### src/rtl/alu_stage.sv
// Registered integer ALU: single-cycle logic/arith/shift ops plus a W-cycle
// sequential shift-add unsigned multiply producing a 2W-bit product.
module alu_stage #(
    parameter int W = 16
) (
    input  logic         clk,
    input  logic         reset_n,
    input  logic         start,
    input  logic [3:0]   Alu_Op,
    input  logic [W-1:0] R,
    input  logic [W-1:0] S,
    output logic [W-1:0] Y,
    output logic [W-1:0] Y_hi,
    output logic         N,
    output logic         Z,
    output logic         C,
    output logic         busy,
    output logic         done
);

    localparam int CW = $clog2(W) + 1;
    localparam logic [CW-1:0] LAST = CW'(W - 1);
    localparam logic [3:0] OP_MUL = 4'd14;

    typedef enum logic {IDLE, MUL} state_t;

    state_t         state_q, state_d;
    logic [CW-1:0]  cnt_q, cnt_d;
    logic [W-1:0]   mcand_q, mcand_d;
    logic [2*W-1:0] acc_q, acc_d;
    logic [W-1:0]   y_q, y_d, yhi_q, yhi_d;
    logic           n_q, n_d, z_q, z_d, c_q, c_d, done_q, done_d;

    logic [W-1:0]   alu_y;
    logic           alu_c;
    logic [W:0]     ext;
    logic [W:0]     sum;
    logic [2*W-1:0] step;

    // Single-cycle datapath; ext carries the extra bit for carry/borrow.
    always_comb begin
        alu_y = '0;
        alu_c = 1'b0;
        ext   = '0;
        unique case (Alu_Op)
            4'd0:  alu_y = R;
            4'd1:  alu_y = S;
            4'd2:  begin ext = {1'b0, R} + {1'b0, S}; alu_y = ext[W-1:0]; alu_c = ext[W]; end
            4'd3:  begin ext = {1'b0, R} - {1'b0, S}; alu_y = ext[W-1:0]; alu_c = ~ext[W]; end
            4'd4:  begin ext = {1'b0, S} - {1'b0, R}; alu_y = ext[W-1:0]; alu_c = ~ext[W]; end
            4'd5:  alu_y = R & S;
            4'd6:  alu_y = R | S;
            4'd7:  alu_y = R ^ S;
            4'd8:  alu_y = ~S;
            4'd9:  begin ext = {1'b0, S} + (W+1)'(1); alu_y = ext[W-1:0]; alu_c = ext[W]; end
            4'd10: begin alu_y = S - W'(1); alu_c = |S; end
            4'd11: begin alu_y = {S[W-2:0], 1'b0}; alu_c = S[W-1]; end
            4'd12: begin alu_y = {1'b0, S[W-1:1]}; alu_c = S[0]; end
            4'd13: begin alu_y = {S[W-1], S[W-1:1]}; alu_c = S[0]; end
            default: ;
        endcase
    end

    // acc holds {partial high word, remaining multiplier bits}; each step
    // conditionally adds the multiplicand to the high half, then shifts right.
    always_comb begin
        sum  = {1'b0, acc_q[2*W-1:W]} + (acc_q[0] ? {1'b0, mcand_q} : '0);
        step = {sum, acc_q[W-1:1]};
    end

    always_comb begin
        state_d = state_q;
        cnt_d   = cnt_q;
        mcand_d = mcand_q;
        acc_d   = acc_q;
        y_d     = y_q;
        yhi_d   = yhi_q;
        n_d     = n_q;
        z_d     = z_q;
        c_d     = c_q;
        done_d  = 1'b0;
        unique case (state_q)
            IDLE: begin
                if (start) begin
                    if (Alu_Op == OP_MUL) begin
                        mcand_d = R;
                        acc_d   = {{W{1'b0}}, S};
                        cnt_d   = '0;
                        state_d = MUL;
                    end else begin
                        y_d    = alu_y;
                        yhi_d  = '0;
                        n_d    = alu_y[W-1];
                        z_d    = (alu_y == '0);
                        c_d    = alu_c;
                        done_d = 1'b1;
                    end
                end
            end
            MUL: begin
                acc_d = step;
                cnt_d = cnt_q + CW'(1);
                if (cnt_q == LAST) begin
                    state_d = IDLE;
                    y_d     = step[W-1:0];
                    yhi_d   = step[2*W-1:W];
                    n_d     = step[2*W-1];
                    z_d     = (step == '0);
                    c_d     = |step[2*W-1:W];
                    done_d  = 1'b1;
                end
            end
            default: state_d = IDLE;
        endcase
    end

    always_ff @(posedge clk or negedge reset_n) begin
        if (!reset_n) begin
            state_q <= IDLE;
            cnt_q   <= '0;
            mcand_q <= '0;
            acc_q   <= '0;
            y_q     <= '0;
            yhi_q   <= '0;
            n_q     <= 1'b0;
            z_q     <= 1'b0;
            c_q     <= 1'b0;
            done_q  <= 1'b0;
        end else begin
            state_q <= state_d;
            cnt_q   <= cnt_d;
            mcand_q <= mcand_d;
            acc_q   <= acc_d;
            y_q     <= y_d;
            yhi_q   <= yhi_d;
            n_q     <= n_d;
            z_q     <= z_d;
            c_q     <= c_d;
            done_q  <= done_d;
        end
    end

    assign Y    = y_q;
    assign Y_hi = yhi_q;
    assign N    = n_q;
    assign Z    = z_q;
    assign C    = c_q;
    assign done = done_q;
    assign busy = (state_q == MUL);

endmodule

### config.mk
export PLATFORM = sky130hd
export DESIGN_NAME = alu_stage
export DESIGN_NICKNAME = d
export VERILOG_FILES = /design/src/rtl/alu_stage.sv
export SDC_FILE = /design/constraint.sdc
export NUM_CORES = 1
export LEC_CHECK = 0
export ABC_AREA = 1
export BUFFER_PORTS_ARGS = -buffer_cell sky130_fd_sc_hd__buf_2
export CORE_MARGIN = 2
export CORE_UTILIZATION = 50
export CTS_BUF_LIST = sky130_fd_sc_hd__clkbuf_4 sky130_fd_sc_hd__clkbuf_8
export DETAILED_ROUTE_END_ITERATION = 12
export PLACE_DENSITY = 0.82
export SETUP_SLACK_MARGIN = 0.02
export SLEW_MARGIN = 10
export SYNTH_ARGS = -nofsm -noshare
export SYNTH_HDL_FRONTEND = slang
export SYNTH_SLANG_ARGS = --single-unit
### constraint.sdc
create_clock -name clk -period 2.6 [get_ports clk]
set_input_delay 0.52 -clock clk [delete_from_list [all_inputs] [get_ports clk]]
set_output_delay 0.52 -clock clk [all_outputs]
set_load 0.02 [all_outputs]
==> flow_summary.rst <==
.. list-table::
   :header-rows: 1

   * - Metric
     - Value
   * - Clock root cell
     - sky130_fd_sc_hd__clkbuf_8
   * - Routed via count
     - 12429
   * - Worst-Skew Late Latency
     - 0.38 ns
   * - Critical path, cell by cell
     - buf_12 -> nand2_1 -> inv_1 -> ha_4 -> buf_4 -> nand2_1 -> nor2_2 -> nand3_2 -> nand3_1 -> nand2_1 -> nor2_1 -> nand2_1 -> nor2_2 -> nand4_1 -> nand2_1 -> nand2_1 -> nand2_1
   * - # nets final
     - 1983
   * - Startpoint type of the worst setup path
     - register
   * - Worst slew margin
     - 0.445
   * - Ratio of cells with drive above 1 in the final layout
     - 0.225
   * - Fmax
     - 375 MHz
   * - Multi-input logic area
     - 7020 um^2
   * - # hold bufs at CTS
     - 0
   * - Max-cap check violation count
     - 0
   * - Yosys top cell area share
     - 0.231
   * - Predominant post-synthesis flop cell
     - sky130_fd_sc_hd__dfrtp_1
   * - Per-cell routed wire length
     - 18.3 um
   * - Synth warnings
     - 0
   * - DR DRC count
     - 0
   * - RSZ-0062 raised after global routing
     - yes
   * - Num ports
     - 76
   * - Die outline area
     - 20600 um^2
   * - Post-detailed-placement cell area
     - 11800 um^2
   * - Total wirelength of the detailed-routed design
     - 38900 um
   * - Final min period
     - 2.66 ns
   * - Synthesized area per cell
     - 6.06 um^2
   * - Initial standard-cell utilization of the core
     - 0.505
   * - Worst hold path class
     - input port to asynchronous set/reset pin
   * - Data arrival time of the critical path
     - 2.98 ns
   * - Vias/cell
     - 5.86
   * - Top cell type by total area after synthesis
     - sky130_fd_sc_hd__dfrtp_1
   * - Highest routed metal layer
     - met4
   * - Critical register-to-register path endpoint
     - Z
   * - Antenna violation net count after detailed routing
     - 0
   * - Post-Syn Area
     - 9760 um^2
   * - CTS sink count
     - 90
   * - Path depth of the worst reg2reg path
     - 17
   * - Final worst path period share
     - 1.02
   * - H-Tree Depth
     - 3
   * - Critical path's largest stage delay
     - 0.49 ns
   * - Count of final hold-check violations
     - 0
   * - Data required time of the critical path
     - 2.92 ns
   * - Violated checks
     - negative setup slack
   * - DRT iter0 DRCs
     - 1421
   * - Leakage dissipation
     - 6.61 nW
   * - Highest-count cells in the layout ignoring fill and taps
     - 487 x sky130_fd_sc_hd__nand2_1, 206 x sky130_fd_sc_hd__buf_4, 175 x sky130_fd_sc_hd__nor2_1, 171 x sky130_fd_sc_hd__nand3_1, 168 x sky130_fd_sc_hd__inv_1
   * - Die Span Y
     - 144 um
   * - PD cells
     - 644 nW/um^2
   * - Setup total negative slack
     - -0.117 ns
   * - Clock tree from TritonCTS
     - done
   * - Clock tree buffer depth
     - 2
   * - Pin slew with the least headroom to its limit
     - 0.829 ns
   * - Leading cell type in the layout, fill and taps excluded
     - sky130_fd_sc_hd__nand2_1
   * - Placer congestion estimate
     - 1.11
   * - Count of fill cells added during filler insertion
     - 1705
   * - DR pass1 iterations
     - 6
   * - Type of the worst setup path
     - register to register
   * - Via count of the first global-routing pass
     - 11469
   * - Final cell count without fillers
     - 2122
   * - Overall routing resource usage
     - 0.355
   * - Antenna diode instance count
     - 0
   * - Max Slew Vio Count
     - 0
   * - Worst path setup slack after routing
     - -0.0631 ns
   * - Synthesis-stage register bit count
     - 90
   * - Number of instances in the synthesized netlist
     - 1610
   * - Initial antenna violation count
     - 0
   * - Largest fanout on the critical path
     - 8
   * - Final global-route overflow total
     - 0
   * - Max VDD drop
     - 0.000426 V
   * - Met3 Routed Length
     - 4030 um
   * - Total power draw
     - 8.08 mW
   * - First-pass GRT wire length
     - 57300 um
   * - Async S/R FF share, synth
     - 1.00
   * - Worst-case register-to-register setup slack
     - -0.06 ns
   * - Reg-to-reg critical path startpoint
     - acc_q[0]
   * - Input/output buffers
     - 75
   * - Hpwl dp
     - 29600 um
   * - Number of synthesized flops with an enable pin
     - 0
   * - Clock tree skew after final layout
     - 0.0125 ns
   * - Site row count
     - 51
   * - Final std cell area, no fill
     - 12600 um^2
   * - Clock-pin slew of the registers on the worst-case setup and hold paths
     - 0.10 ns
   * - Total CTS buffers
     - 9
   * - Capturing element type of the critical path
     - register
   * - Layout Utilization
     - 0.649
   * - Pin count of the biggest net entering global routing
     - 54
   * - Synth-to-layout area growth
     - 28.7%
   * - Number of cells after detailed placement
     - 2091
   * - Most common cell type on the critical path
     - sky130_fd_sc_hd__nand2_1
   * - Slowest stage cell, crit path
     - sky130_fd_sc_hd__dfrtp_2
   * - Sum of routed wire segments on met1
     - 14900 um
   * - Result of the run
     - finished with violations
   * - Sequential area share after synthesis
     - 0.231
   * - Area contributors post-synth
     - sky130_fd_sc_hd__dfrtp_1 23%, sky130_fd_sc_hd__nand2_1 19%, sky130_fd_sc_hd__ha_1 11%
   * - Final number of setup-violating endpoints
     - 2
   * - Routed wl met2
     - 17600 um
   * - Number of distinct library cells after synthesis
     - 45
   * - Floorplan core area
     - 19300 um^2
   * - Post-Synthesis Net Count
     - 1741
   * - Chip width
     - 144 um
   * - Flip-flop and latch area
     - 2250 um^2
[power breakdown]
group	total (mW)	leakage (nW)	switching, mW	internal (mW)
combinational	4.75	5.36	2.95	1.81
clock	1.01	0.106	0.540	0.468
sequential	2.32	1.14	0.395	1.93
[layout make-up]
| type | instances | area share |
|---|---|---|
| multi-input cells | 1281 | 0.559 |
| flip-flops and latches | 90 | 0.179 |
| repair buffers | 287 | 0.164 |
| inverters | 183 | 0.0550 |
| well taps | 265 | 0.0264 |
| clock buffers | 10 | 0.0105 |
| clock inverters | 6 | 0.00608 |
[layer usage]
layer	GRT usage	vias to the layer above
li1	-	5737
met1	0.453	5696
met2	0.572	790
met3	0.0563	206
met4	0.199	0
met5	0	-
[cells by family after synthesis]
group                      share of synthesized area
AOI/OAI and AO/OA                              0.142
xor gates and xnor gates                      0.0108
buffers and inverters                         0.0967
adders and majority gates                      0.121
DFF                                            0.231
and+or+nand+nor                                0.398
[worst max path at each step]
stage          startpoint  slack (ns)  end
2_1_floorplan       S[13]        0.06    Z
3_3_place_gp         R[0]       -0.18    Z
3_5_place_dp         S[1]       -0.22    Z
4_1_cts          acc_q[0]        0.03    Z
5_1_grt          acc_q[0]       -0.29    Z
6_report         acc_q[0]       -0.06    Z
[stage by stage]
step           hold slack, ns  setup WS [ns]
6_report               0.0973        -0.0631
4_1_cts                 0.107         0.0299
2_1_floorplan           0.224         0.0582
5_1_grt                 0.126         -0.294
3_3_place_gp            0.459         -0.176
3_5_place_dp            0.468         -0.223
[worst max-delay path: cells and delay by family, from the launching register on]
family,cells,cell delay [ns]
fa+ha+maj,1,0.33
buf+inv,3,0.42
flops,1,0.49
simple gates,13,1.36
[state kept, by name, indices dropped and copies added, names as in the netlist]
signal	cells
acc_q	32
Y	16
Y_hi	16
mcand_q	16
cnt_q	5
C	1
N	1
Z	1
busy	1
done	1
[cell usage after synthesis, drive strengths merged (4+ instances only)]
| library cell | count |
|---|---|
| a31oi | 15 |
| nor2 | 199 |
| nand2 | 505 |
| nand3 | 180 |
| clkbuf | 27 |
| nor4 | 4 |
| o211ai | 11 |
| o221ai | 7 |
| o21ai | 99 |
| xnor2 | 4 |
| inv | 180 |
| ha | 88 |
| o22ai | 20 |
| nor3 | 15 |
| nand3b | 4 |
| dfrtp | 90 |
| buf | 29 |
| fa | 4 |
| o21bai | 13 |
| a21oi | 64 |
| xor2 | 8 |
| nand4 | 23 |
[repair_timing]
action,CTS,global route
setup buffers,0,14
pin swaps,2,35
gates resized for setup,6,107
cloned,0,1
endpoints found under the setup margin,1,4
endpoints found under the hold margin,0,0
Power figures use the tool's default switching activity.
